===== src/rtl/sw_debounce4.sv =====
// rtl/sw_debounce4.sv - four-channel switch synchronizer and debouncer with edge strobes
module sw_debounce4 #(
   parameter int STABLE_CYCLES = 4,
   parameter int CNT_W         = 20
) (
   input  logic       clk,
   input  logic       rst,
   input  logic [3:0] sw_in,
   output logic [3:0] sw_out,
   output logic [3:0] sw_rise,
   output logic [3:0] sw_fall
);

   localparam logic [CNT_W-1:0] CNT_LAST = CNT_W'(STABLE_CYCLES - 1);

   logic [3:0]       s1;
   logic [3:0]       s2;
   logic [CNT_W-1:0] cnt      [4];
   logic [CNT_W-1:0] cnt_next [4];
   logic [3:0]       flip;

   // A flip happens only once s2 has disagreed with the output for a full window.
   always_comb begin
      flip = '0;
      for (int i = 0; i < 4; i++) begin
         cnt_next[i] = '0;
         if (s2[i] != sw_out[i]) begin
            if (cnt[i] == CNT_LAST) begin
               flip[i] = 1'b1;
            end else begin
               cnt_next[i] = cnt[i] + CNT_W'(1);
            end
         end
      end
   end

   always_ff @(posedge clk) begin
      if (rst) begin
         s1      <= '0;
         s2      <= '0;
         sw_out  <= '0;
         sw_rise <= '0;
         sw_fall <= '0;
         for (int i = 0; i < 4; i++) begin
            cnt[i] <= '0;
         end
      end else begin
         s1      <= sw_in;
         s2      <= s1;
         sw_out  <= sw_out ^ flip;
         sw_rise <= flip & s2;
         sw_fall <= flip & ~s2;
         for (int i = 0; i < 4; i++) begin
            cnt[i] <= cnt_next[i];
         end
      end
   end

endmodule


===== config.mk =====
export PLATFORM = sky130hd
export DESIGN_NAME = sw_debounce4
export DESIGN_NICKNAME = d
export VERILOG_FILES = /design/src/rtl/sw_debounce4.sv
export SDC_FILE = /design/constraint.sdc
export NUM_CORES = 1
export LEC_CHECK = 0
export ABC_AREA = 0
export BUFFER_PORTS_ARGS = -buffer_cell sky130_fd_sc_hd__buf_2
export CORE_ASPECT_RATIO = 0.9
export CORE_UTILIZATION = 45
export DETAILED_ROUTE_END_ITERATION = 8
export PLACE_DENSITY = 0.64
export SLEW_MARGIN = 20
export SYNTH_ARGS = -nofsm -noshare
export SYNTH_HDL_FRONTEND = slang
export SYNTH_SLANG_ARGS = --single-unit

===== constraint.sdc =====
create_clock -name clk -period 2.9 [get_ports clk]
set_clock_uncertainty 0.1 [all_clocks]
set_input_delay 0.58 -clock clk [delete_from_list [all_inputs] [get_ports clk]]
set_output_delay 0.58 -clock clk [all_outputs]
set_load 0.02 [all_outputs]

==> impl_metrics.json, run 1 <==
{
  "outcome": "finished, final reports clean",
  "maxSlewViolCount": 0,
  "start_util": 0.4643,
  "ios": 18,
  "critPathKind": "reg2reg",
  "port_buffers": 17,
  "async_reset_ff_frac": 0,
  "maxSlewHeadroom": 0.7151,
  "drt_iter0_drc": 93,
  "stdcell_count": 624,
  "cts-buffers-inserted": 9,
  "grt-ovfl-total": 0,
  "areaGrowthSynthToFinish_pct": 9.392,
  "grt_pass1_vias": 3032,
  "vias": 3323,
  "synth_area_um2": 4237,
  "global_route.usage.met1": 0.2269,
  "postSynthAreaPerCell_um2": 8.826,
  "crit_fanout": 7,
  "grt_pass1_wl_mm": 13.70,
  "finalWeightedCongestion": 0.8322,
  "layout_common_cells": "dfxtp_1 (100), nor2_1 (56), a21oi_1 (32)",
  "antenna_found_initial": 0,
  "postCtsSetupRepairBufs": 0,
  "post-route-period-util": 0.7102,
  "drtPass1Iterations": 6,
  "cts_tree": "done",
  "vdd_drop_max_uv": 417.4,
  "drive_gt1_frac": 0.09562,
  "powerDensity_nw_per_um2": 495.2,
  "cap_violations": 0,
  "final_common_cell": "dfxtp_1",
  "grt_max_degree": 25,
  "worstPathRequired_ns": 3.11,
  "post-route-cell-area_um2": 4634,
  "nNetsFinal": 507,
  "worst_slew_pin_slew_ns": 0.4274,
  "synth_warnings": 0,
  "cts-htree-levels": 3,
  "clkTransAtPathRegs_ns": 0.09,
  "placed_cells_incl_taps": 608,
  "cts_resized": 0,
  "worst_setup_path_start_kind": "register",
  "cp.arrival_ns": 2.26,
  "rows": 33,
  "grt_setup_unrepaired": "no",
  "core_um2": 9125,
  "ys_seq_area_frac": 0.4725,
  "synth_seq_cells": 100,
  "drtAntennaViolNets": 0,
  "top_usage_layer": "met2",
  "leakage_nw": 1.451,
  "grtUsageMet2": 0.2660,
  "synth.area.top_cells": "dfxtp_1 (47%), xor2_1 (5.2%), nor2_1 (5.0%)",
  "max_freq_ghz": 0.4856,
  "chipHeight_um": 94.05,
  "wirelength_mm": 7.808,
  "synth_ff_type": "dfxtp_1",
  "die_area_um2": 9807,
  "tns_ns": 0,
  "yosys.area.top_type": "dfxtp_1",
  "synthCells": 480,
  "viasPerCell": 5.325,
  "worst_setup_path_end_kind": "register",
  "synth_edf_count": 0,
  "synth_cell_types": 31,
  "synth.top_cell.area_share": 0.4725,
  "drc_errors": 0,
  "gr-usage-met3": 0.04716,
  "dpl_cell_area_um2": 4436,
  "grtUsageTotal": 0.1722,
  "cts.hold.buffers_added": 0,
  "hold_violations": 0,
  "clockRootBuffer": "clkbuf_8",
  "die_x_um": 104.3,
  "insertedDiodeCount": 0,
  "period_needed_ns": 2.059,
  "dpl.hpwl_mm": 5.403,
  "clock-sinks": 100,
  "clock_latency_ns": 0.37,
  "wl_per_cell_um": 12.51,
  "setup_viol": 0,
  "hp-class": "in2reg",
  "clockBufferDepth": 2,
  "syn_nets": 490
}
## synthesized netlist by cell type (all sizes together), types with 9 or more instances
cell   instances
nand4         22
or3           26
and3           9
nand2         20
nor4          19
and4           9
nor2          56
dfxtp        100
nor3          12
o21ai         23
inv           10
a21oi         32
xnor2         23
xor2          25
nand3         28
## critical path, cell delays in order (launching register included)
cell and delay [ns]:
dfxtp_1 0.38, ha_1 0.23, nand2_1 0.12, or3_1 0.50, or4_1 0.53, a21oi_1 0.14
## flip-flops by register name (all words and copies together) (netlist names), named ones only
| signal | count |
|---|---|
| s2 | 4 |
| cnt | 80 |
| sw_fall | 4 |
| sw_rise | 4 |
| s1 | 4 |
## power by group
group | switching, mW | internal, mW
clock | 0.480 | 0.405
sequential | 0.00375 | 1.38
combinational | 0.0181 | 0.00991
## per-layer routing
metal	part of all wire	routed length, um
met5	0	0
met4	0.016	126
met3	0.034	269
met2	0.42	3318
met1	0.52	4095
## area by class of cell
cell class	instances	area (um2)
repair buffers	21	115.1
inverters	10	37.54
well taps	122	152.6
multi-input cells	355	2128
fillers	859	4491
clock inverters	7	75.07
clock buffers	9	123.9
flip-flops and latches	100	2002
## final timing paths
| kind | slack (ns) | cells past startpoint | startpoint | endpoint |
|---|---|---|---|---|
| min | 0.33 | 2 | sw_in[0] | s1[0] |
| max | 0.84 | 5 | cnt[2][0] | cnt[2][18] |
| min reg2reg | 0.35 | 1 | s1[3] | s2[3] |
| max reg2reg | 0.84 | 5 | cnt[2][0] | cnt[2][18] |
## cell families (layout without fill, tap and decap cells)
family                     after synthesis  in the layout  share of synthesized area
adders and majority gates                4              4                    0.01181
buffers and inverters                   25             47                    0.02511
xor gates and xnor gates                48             48                    0.09923
DFF                                    100            100                     0.4725
and+or+nand+nor                        240            240                     0.3122
AOI/OAI and AO/OA                       63             63                    0.07915
## per-stage QoR
step / util / setup slack [ns] / total power, mW / hold slack, ns
floorplan: - / 0.9393 / 1.432 / 0.3129
global placement: 0.4861 / 0.9257 / 1.442 / 0.3231
detailed placement: 0.4861 / 0.8627 / 1.443 / 0.3317
CTS: 0.5079 / 0.8339 / 2.334 / 0.3020
global route: 0.5079 / 0.7235 / 2.394 / 0.3056
finish: 0.5079 / 0.8405 / 2.295 / 0.3251
Note: power is estimated with default switching activity, not from simulation.
==> run 2, diff against run 1 <==
Settings changed: ABC_AREA 0 to 1.
Clock period 2.9 ns to 2.08 ns, I/O delays scaled along.
==> run 2 against run 1 <==
Core utilization rose by 0.49 points; synthesized cell count up 40%; hold slack lost 0.15 ns; critical endpoint is now cnt[3][2].
==> impl_metrics.json, run 2 <==
{
  "drc_errors": 0,
  "maxSlewHeadroom": 0.7388,
  "drtPass1Iterations": 5,
  "synth_seq_cells": 100,
  "wirelength_mm": 9.352,
  "crit_slowest_cell": "dfxtp_1",
  "synth.top_cell.area_share": 0.4187,
  "period_needed_ns": 1.687,
  "clockBufferDepth": 2,
  "drt_iter0_drc": 289,
  "drtAntennaViolNets": 0,
  "cts-buffers-inserted": 9,
  "worst_setup_path_start_kind": "register",
  "largest_reg_flops": 80,
  "chipHeight_um": 99.79,
  "postCtsSetupRepairBufs": 0,
  "cp_slowest_stage_delay_ns": 0.36,
  "layout_common_cells": "nor2_1 (165), nand2_1 (131), dfxtp_1 (100)",
  "grtUsageTotal": 0.1847,
  "wl_per_cell_um": 11.31,
  "synth_top_family_by_area": "simple AND/OR/NAND/NOR gates",
  "critPathKind": "reg2reg",
  "hold_violations": 0,
  "postSynthAreaPerCell_um2": 7.136,
  "die_x_um": 110.7,
  "largest_register": "cnt",
  "cap_violations": 0,
  "clkTransAtPathRegs_ns": 0.06,
  "synth.most_common_cell": "nor2_1",
  "vias": 4037,
  "worst_slew_pin_slew_ns": 0.3887,
  "synth_fa_ha_area_frac": 0.01047,
  "crit_chain": "ha_1, inv_1, nor2_1, nand2_1, nor2_1, nand3_1, nand2_1, buf_4, a21oi_1",
  "synth-compound-area-share": 0.06307,
  "max_freq_ghz": 0.5927,
  "synth_common_cells": "nor2_1 (165), nand2_1 (131), dfxtp_1 (100), inv_1 (68), nand3_1 (49)",
  "maxSlewViolCount": 0,
  "worstPathRequired_ns": 2.21,
  "switching_share": 0.2073,
  "die_area_um2": 11040,
  "core_um2": 10290,
  "grt_pass1_vias": 3709,
  "grt-ovfl-total": 0,
  "nNetsFinal": 703,
  "crit_fanout": 20,
  "synthXorXnorAreaFrac": 0.06412,
  "synth_edf_count": 0,
  "clock-sinks": 100,
  "synth_area_um2": 4781,
  "cts_tree": "done",
  "clockRootBuffer": "clkbuf_16",
  "cts.hold.buffers_added": 0,
  "grt_pass1_wl_mm": 16.52,
  "ys_seq_area_frac": 0.4187,
  "synth_ff_type": "dfxtp_1",
  "seqPwrFrac": 0.522,
  "insertedDiodeCount": 0,
  "areaGrowthSynthToFinish_pct": 10.39,
  "synth_cell_types": 33,
  "port_buffers": 17,
  "syn_nets": 680,
  "ios": 18,
  "leakage_nw": 1.747,
  "dpl.hpwl_mm": 6.813,
  "viasPerCell": 4.881,
  "vdd_drop_max_uv": 614.6,
  "synth.area.top_cells": "dfxtp_1 (42%), nor2_1 (13%), nand2_1 (10%)",
  "grt_max_degree": 21,
  "yosys.area.top_type": "dfxtp_1",
  "hp-class": "in2reg",
  "start_util": 0.4646,
  "finalWeightedCongestion": 0.8770,
  "p_int_mw": 2.930,
  "antenna_found_initial": 0,
  "grt_setup_unrepaired": "no",
  "p_switching_mw": 0.7660,
  "hold_ws_ns": 0.1728,
  "clockPowerShare": 0.464,
  "synthCells": 670,
  "setup_viol": 0,
  "cts_resized": 0,
  "async_reset_ff_frac": 0,
  "comb_power_share": 0.014,
  "synthMuxAreaShare": 0,
  "final_common_cell": "nor2_1",
  "cp.arrival_ns": 1.82,
  "outcome": "finished, final reports clean",
  "worst_setup_path_end_kind": "register",
  "clock_latency_ns": 0.35,
  "rows": 35,
  "cts-htree-levels": 3,
  "synth_simple_gate_area_frac": 0.3748,
  "synth_warnings": 0,
  "drive_gt1_frac": 0.1003,
  "powerDensity_nw_per_um2": 700.2,
  "tns_ns": 0,
  "post-route-period-util": 0.8112
}
## run 2: cell types whose count changed in the layout (fill, tap and decap cells not counted), sizes merged, moves of 13 or more
cell,previous run,this run
nand2,20,135
nor2,56,178
nor4,19,0
nand3,28,55
o21ai,23,10
or3,26,0
inv,12,71
## run 2: worst paths after layout
check             from  slack, ns         to  cells after the start
min reg2reg      s1[1]       0.30      s2[1]                      2
min           sw_in[0]       0.17      s1[0]                      3
max reg2reg  cnt[3][0]       0.39  cnt[3][2]                      9
max          cnt[3][0]       0.39  cnt[3][2]                      9
## run 2: stage by stage
stage	total power, mW	cells	instance area [um2]	utilization	setup slack [ns]
2_1_floorplan	2.015	670	4781	-	0.6129
3_3_place_gp	2.024	811	4975	0.4834	0.4575
3_5_place_dp	2.025	811	4975	0.4834	0.3946
4_1_cts	3.741	827	5278	0.5128	0.3843
5_1_grt	3.810	827	5278	0.5128	0.1300
6_report	3.696	827	5278	0.5128	0.3928
## run 2: power by group through the flow
stage | combinational (mW) | clock (mW) | sequential [mW]
2_1_floorplan | 0.0443 | 0 | 1.97
3_5_place_dp | 0.0532 | 0 | 1.97
4_1_cts | 0.0534 | 1.76 | 1.93
3_3_place_gp | 0.0520 | 0 | 1.97
6_report | 0.0521 | 1.72 | 1.93
5_1_grt | 0.0602 | 1.82 | 1.93
## run 2: worst max-delay path, delay by kind of cell, from the launching register on
kind	cells	cell delay, ns
AOI/OAI and AO/OA	1	0.08
adders and majority gates	1	0.16
buffers and inverters	2	0.33
DFF	1	0.36
and+or+nand+nor	5	0.54
## run 2: cells by family (layout without fill, tap and decap cells)
| group | count (synthesis) | count (layout) |
|---|---|---|
| adder cells (fa/ha/maj) | 4 | 4 |
| AND/OR/NAND/NOR | 405 | 405 |
| AO/OA/AOI/OAI | 49 | 49 |
| flip-flops | 100 | 100 |
| XOR/XNOR | 35 | 35 |
| buffers and inverters | 77 | 105 |
## run 2: layer usage
| layer | vias to the layer above | track usage | wire [um] |
|---|---|---|---|
| met5 | - | 0 | 0 |
| met4 | 0 | 0.08513 | 163 |
| met3 | 16 | 0.04348 | 312 |
| met2 | 54 | 0.2924 | 4154 |
| met1 | 1814 | 0.2405 | 4721 |
| li1 | 2153 | - | - |
## run 2: cell type report
| cell class | instances | area [um2] |
|---|---|---|
| fillers | 1007 | 5014 |
| multi-input cells | 493 | 2450 |
| flip-flops and latches | 100 | 2002 |
| inverters | 71 | 269.0 |
| clock buffers | 11 | 252.7 |
| well taps | 129 | 161.4 |
| repair buffers | 18 | 92.59 |
| clock inverters | 5 | 50.05 |
==> run 3, diff against run 2 <==
Clock period 2.08 ns to 1.7 ns, I/O delays scaled along.
==> run 3 against run 2 <==
First-iteration DRC count shrank 38%; global-route usage down 0.43 points; design area up 2.2%; sequential power is 22% higher; count of clock-buffer cells in the layout is 1 lower; routed wire length up 4.0%; clock power increased by 32%; register-to-register slack worse by 0.25 ns; total power is 27% higher; largest power group unchanged; sequential share of layout area is 0.83 points lower; combinational power rose by 37%; via count rose by 1.9%; highest routed layer unchanged.
==> impl_metrics.json, run 3 (same netlist as run 2, synthesis figures left out) <==
{
  "drc_errors": 0,
  "fin_ws_ns": 0.1380,
  "period_needed_ns": 1.562,
  "grt-ovfl-total": 0,
  "insertedDiodeCount": 0,
  "viasPerCell": 4.948,
  "n_fill_cell": 1012,
  "finalWeightedCongestion": 0.8491,
  "cp_common_cell": "nand3_1",
  "highest-signal-layer": "met4",
  "port_buffers": 17,
  "worst_slew_pin_slew_ns": 0.5466,
  "maxSlewViolCount": 0,
  "dr_wl_met3_um": 368,
  "hold_violations": 0,
  "grt_setup_unrepaired": "yes",
  "drt_iter0_drc": 178,
  "powerDensity_nw_per_um2": 870.7,
  "max_freq_ghz": 0.6402,
  "clockBufferDepth": 2,
  "layout_common_cells": "nor2_1 (164), nand2_1 (130), dfxtp_1 (100)",
  "outcome": "finished, final reports clean",
  "critPathKind": "reg2reg",
  "cp.arrival_ns": 1.70,
  "chipHeight_um": 99.79,
  "drive_gt1_frac": 0.1125,
  "drtPass1Iterations": 6,
  "clkTransAtPathRegs_ns": 0.07,
  "rows": 35,
  "antenna_found_initial": 0,
  "route.met2.wl_mm": 4.491,
  "largest_reg_flops": 80,
  "die_area_um2": 11040,
  "final_common_cell": "nor2_1",
  "cts_tree": "done",
  "drtAntennaViolNets": 0,
  "grt_max_degree": 20,
  "drt-met1-wl_mm": 4.812,
  "postCtsSetupRepairBufs": 0,
  "vias": 4112,
  "clockRootBuffer": "clkbuf_16",
  "stdcell_count": 831,
  "worst_setup_path_end_kind": "register",
  "worstPathRequired_ns": 1.84,
  "start_util": 0.4646,
  "nNetsFinal": 707,
  "post-route-period-util": 0.9188,
  "leakage_nw": 1.771,
  "worst_setup_path_start_kind": "register",
  "setup_viol": 0,
  "critical_path_buf_inv_count": 1,
  "crit_chain": "ha_2, nand3_1, inv_1, nand2_1, nor2_4, nand3_1, nand3_1, nor2_1",
  "dpl.hpwl_mm": 7.095,
  "cts-htree-levels": 3,
  "grt_pass1_wl_mm": 16.54,
  "maxSlewHeadroom": 0.6356,
  "placed_cells_incl_taps": 814,
  "cts.hold.buffers_added": 0,
  "hp-class": "in2reg",
  "areaGrowthSynthToFinish_pct": 12.85,
  "cp_slowest_stage_delay_ns": 0.40,
  "clock_latency_ns": 0.34,
  "vdd_drop_max_uv": 814.7,
  "crit_slowest_cell": "dfxtp_1",
  "wl_per_cell_um": 11.70,
  "ios": 18,
  "wirelength_mm": 9.723,
  "cap_violations": 0,
  "critPathTopFamily": "simple AND/OR/NAND/NOR gates",
  "largest_register": "cnt",
  "cts-buffers-inserted": 9,
  "die_x_um": 110.7,
  "grt_pass1_vias": 3808,
  "clock-sinks": 100,
  "grtUsageTotal": 0.1804,
  "core_um2": 10290,
  "crit_fanout": 5,
  "dp_slack_ns": 0.06176
}
[run 3: tightest hold or removal path, cell delays in order]
cell and delay (ns):
buf_2 0.08, inv_1 0.03, nor2_1 0.07
[run 3: per-stage QoR]
stage / power [mW] / hold WS, ns / setup TNS, ns / instance area, um2 / util
global route: 4.851 / 0.1247 / -0.02096 / 5395 / 0.5243
floorplan: 2.466 / 0.2883 / 0 / 4781 / -
global placement: 2.480 / 0.2922 / 0 / 4997 / 0.4856
detailed placement: 2.482 / 0.2973 / 0 / 4997 / 0.4856
finish: 4.697 / 0.1135 / 0 / 5395 / 0.5243
CTS: 4.745 / 0.09879 / 0 / 5330 / 0.5179
[run 3: worst paths after layout]
path | from | to | slack (ns) | depth (start not counted)
worst min-delay path | sw_in[2] | s1[2] | 0.11 | 3
worst max-delay path | cnt[1][0] | cnt[1][18] | 0.14 | 8
worst min register to register | s1[3] | s2[3] | 0.30 | 2
worst max register to register | cnt[1][0] | cnt[1][18] | 0.14 | 8
[run 3: layer usage]
layer,GRT usage,up-vias
li1,-,2170
met1,0.2287,1871
met2,0.3115,65
met3,0.04287,6
met4,0.04308,0
met5,0,-
[run 3: repair_timing]
item / CTS / global route
resized for setup: 0 / 11
endpoints found under the setup margin: 0 / 54
hold endpoints to repair: 0 / 0
[run 3: area by class of cell]
cell class / count / area [um2] / share of cell area
multi-input cells: 494 / 2511 / 0.4654
flip-flops and latches: 100 / 2002 / 0.3711
inverters: 71 / 269.0 / 0.04986
clock buffers: 10 / 239.0 / 0.04429
well taps: 129 / 161.4 / 0.02992
repair buffers: 21 / 118.9 / 0.02203
clock inverters: 6 / 93.84 / 0.01739
[run 3: power breakdown]
part | switching, mW | leakage, nW | internal, mW | total [mW]
Sequential | 0.00663 | 0.807 | 2.35 | 2.36
Combinational | 0.0477 | 0.804 | 0.0238 | 0.0715
Clock | 0.923 | 0.160 | 1.34 | 2.27
Total | 0.977 | 1.77 | 3.72 | 4.70
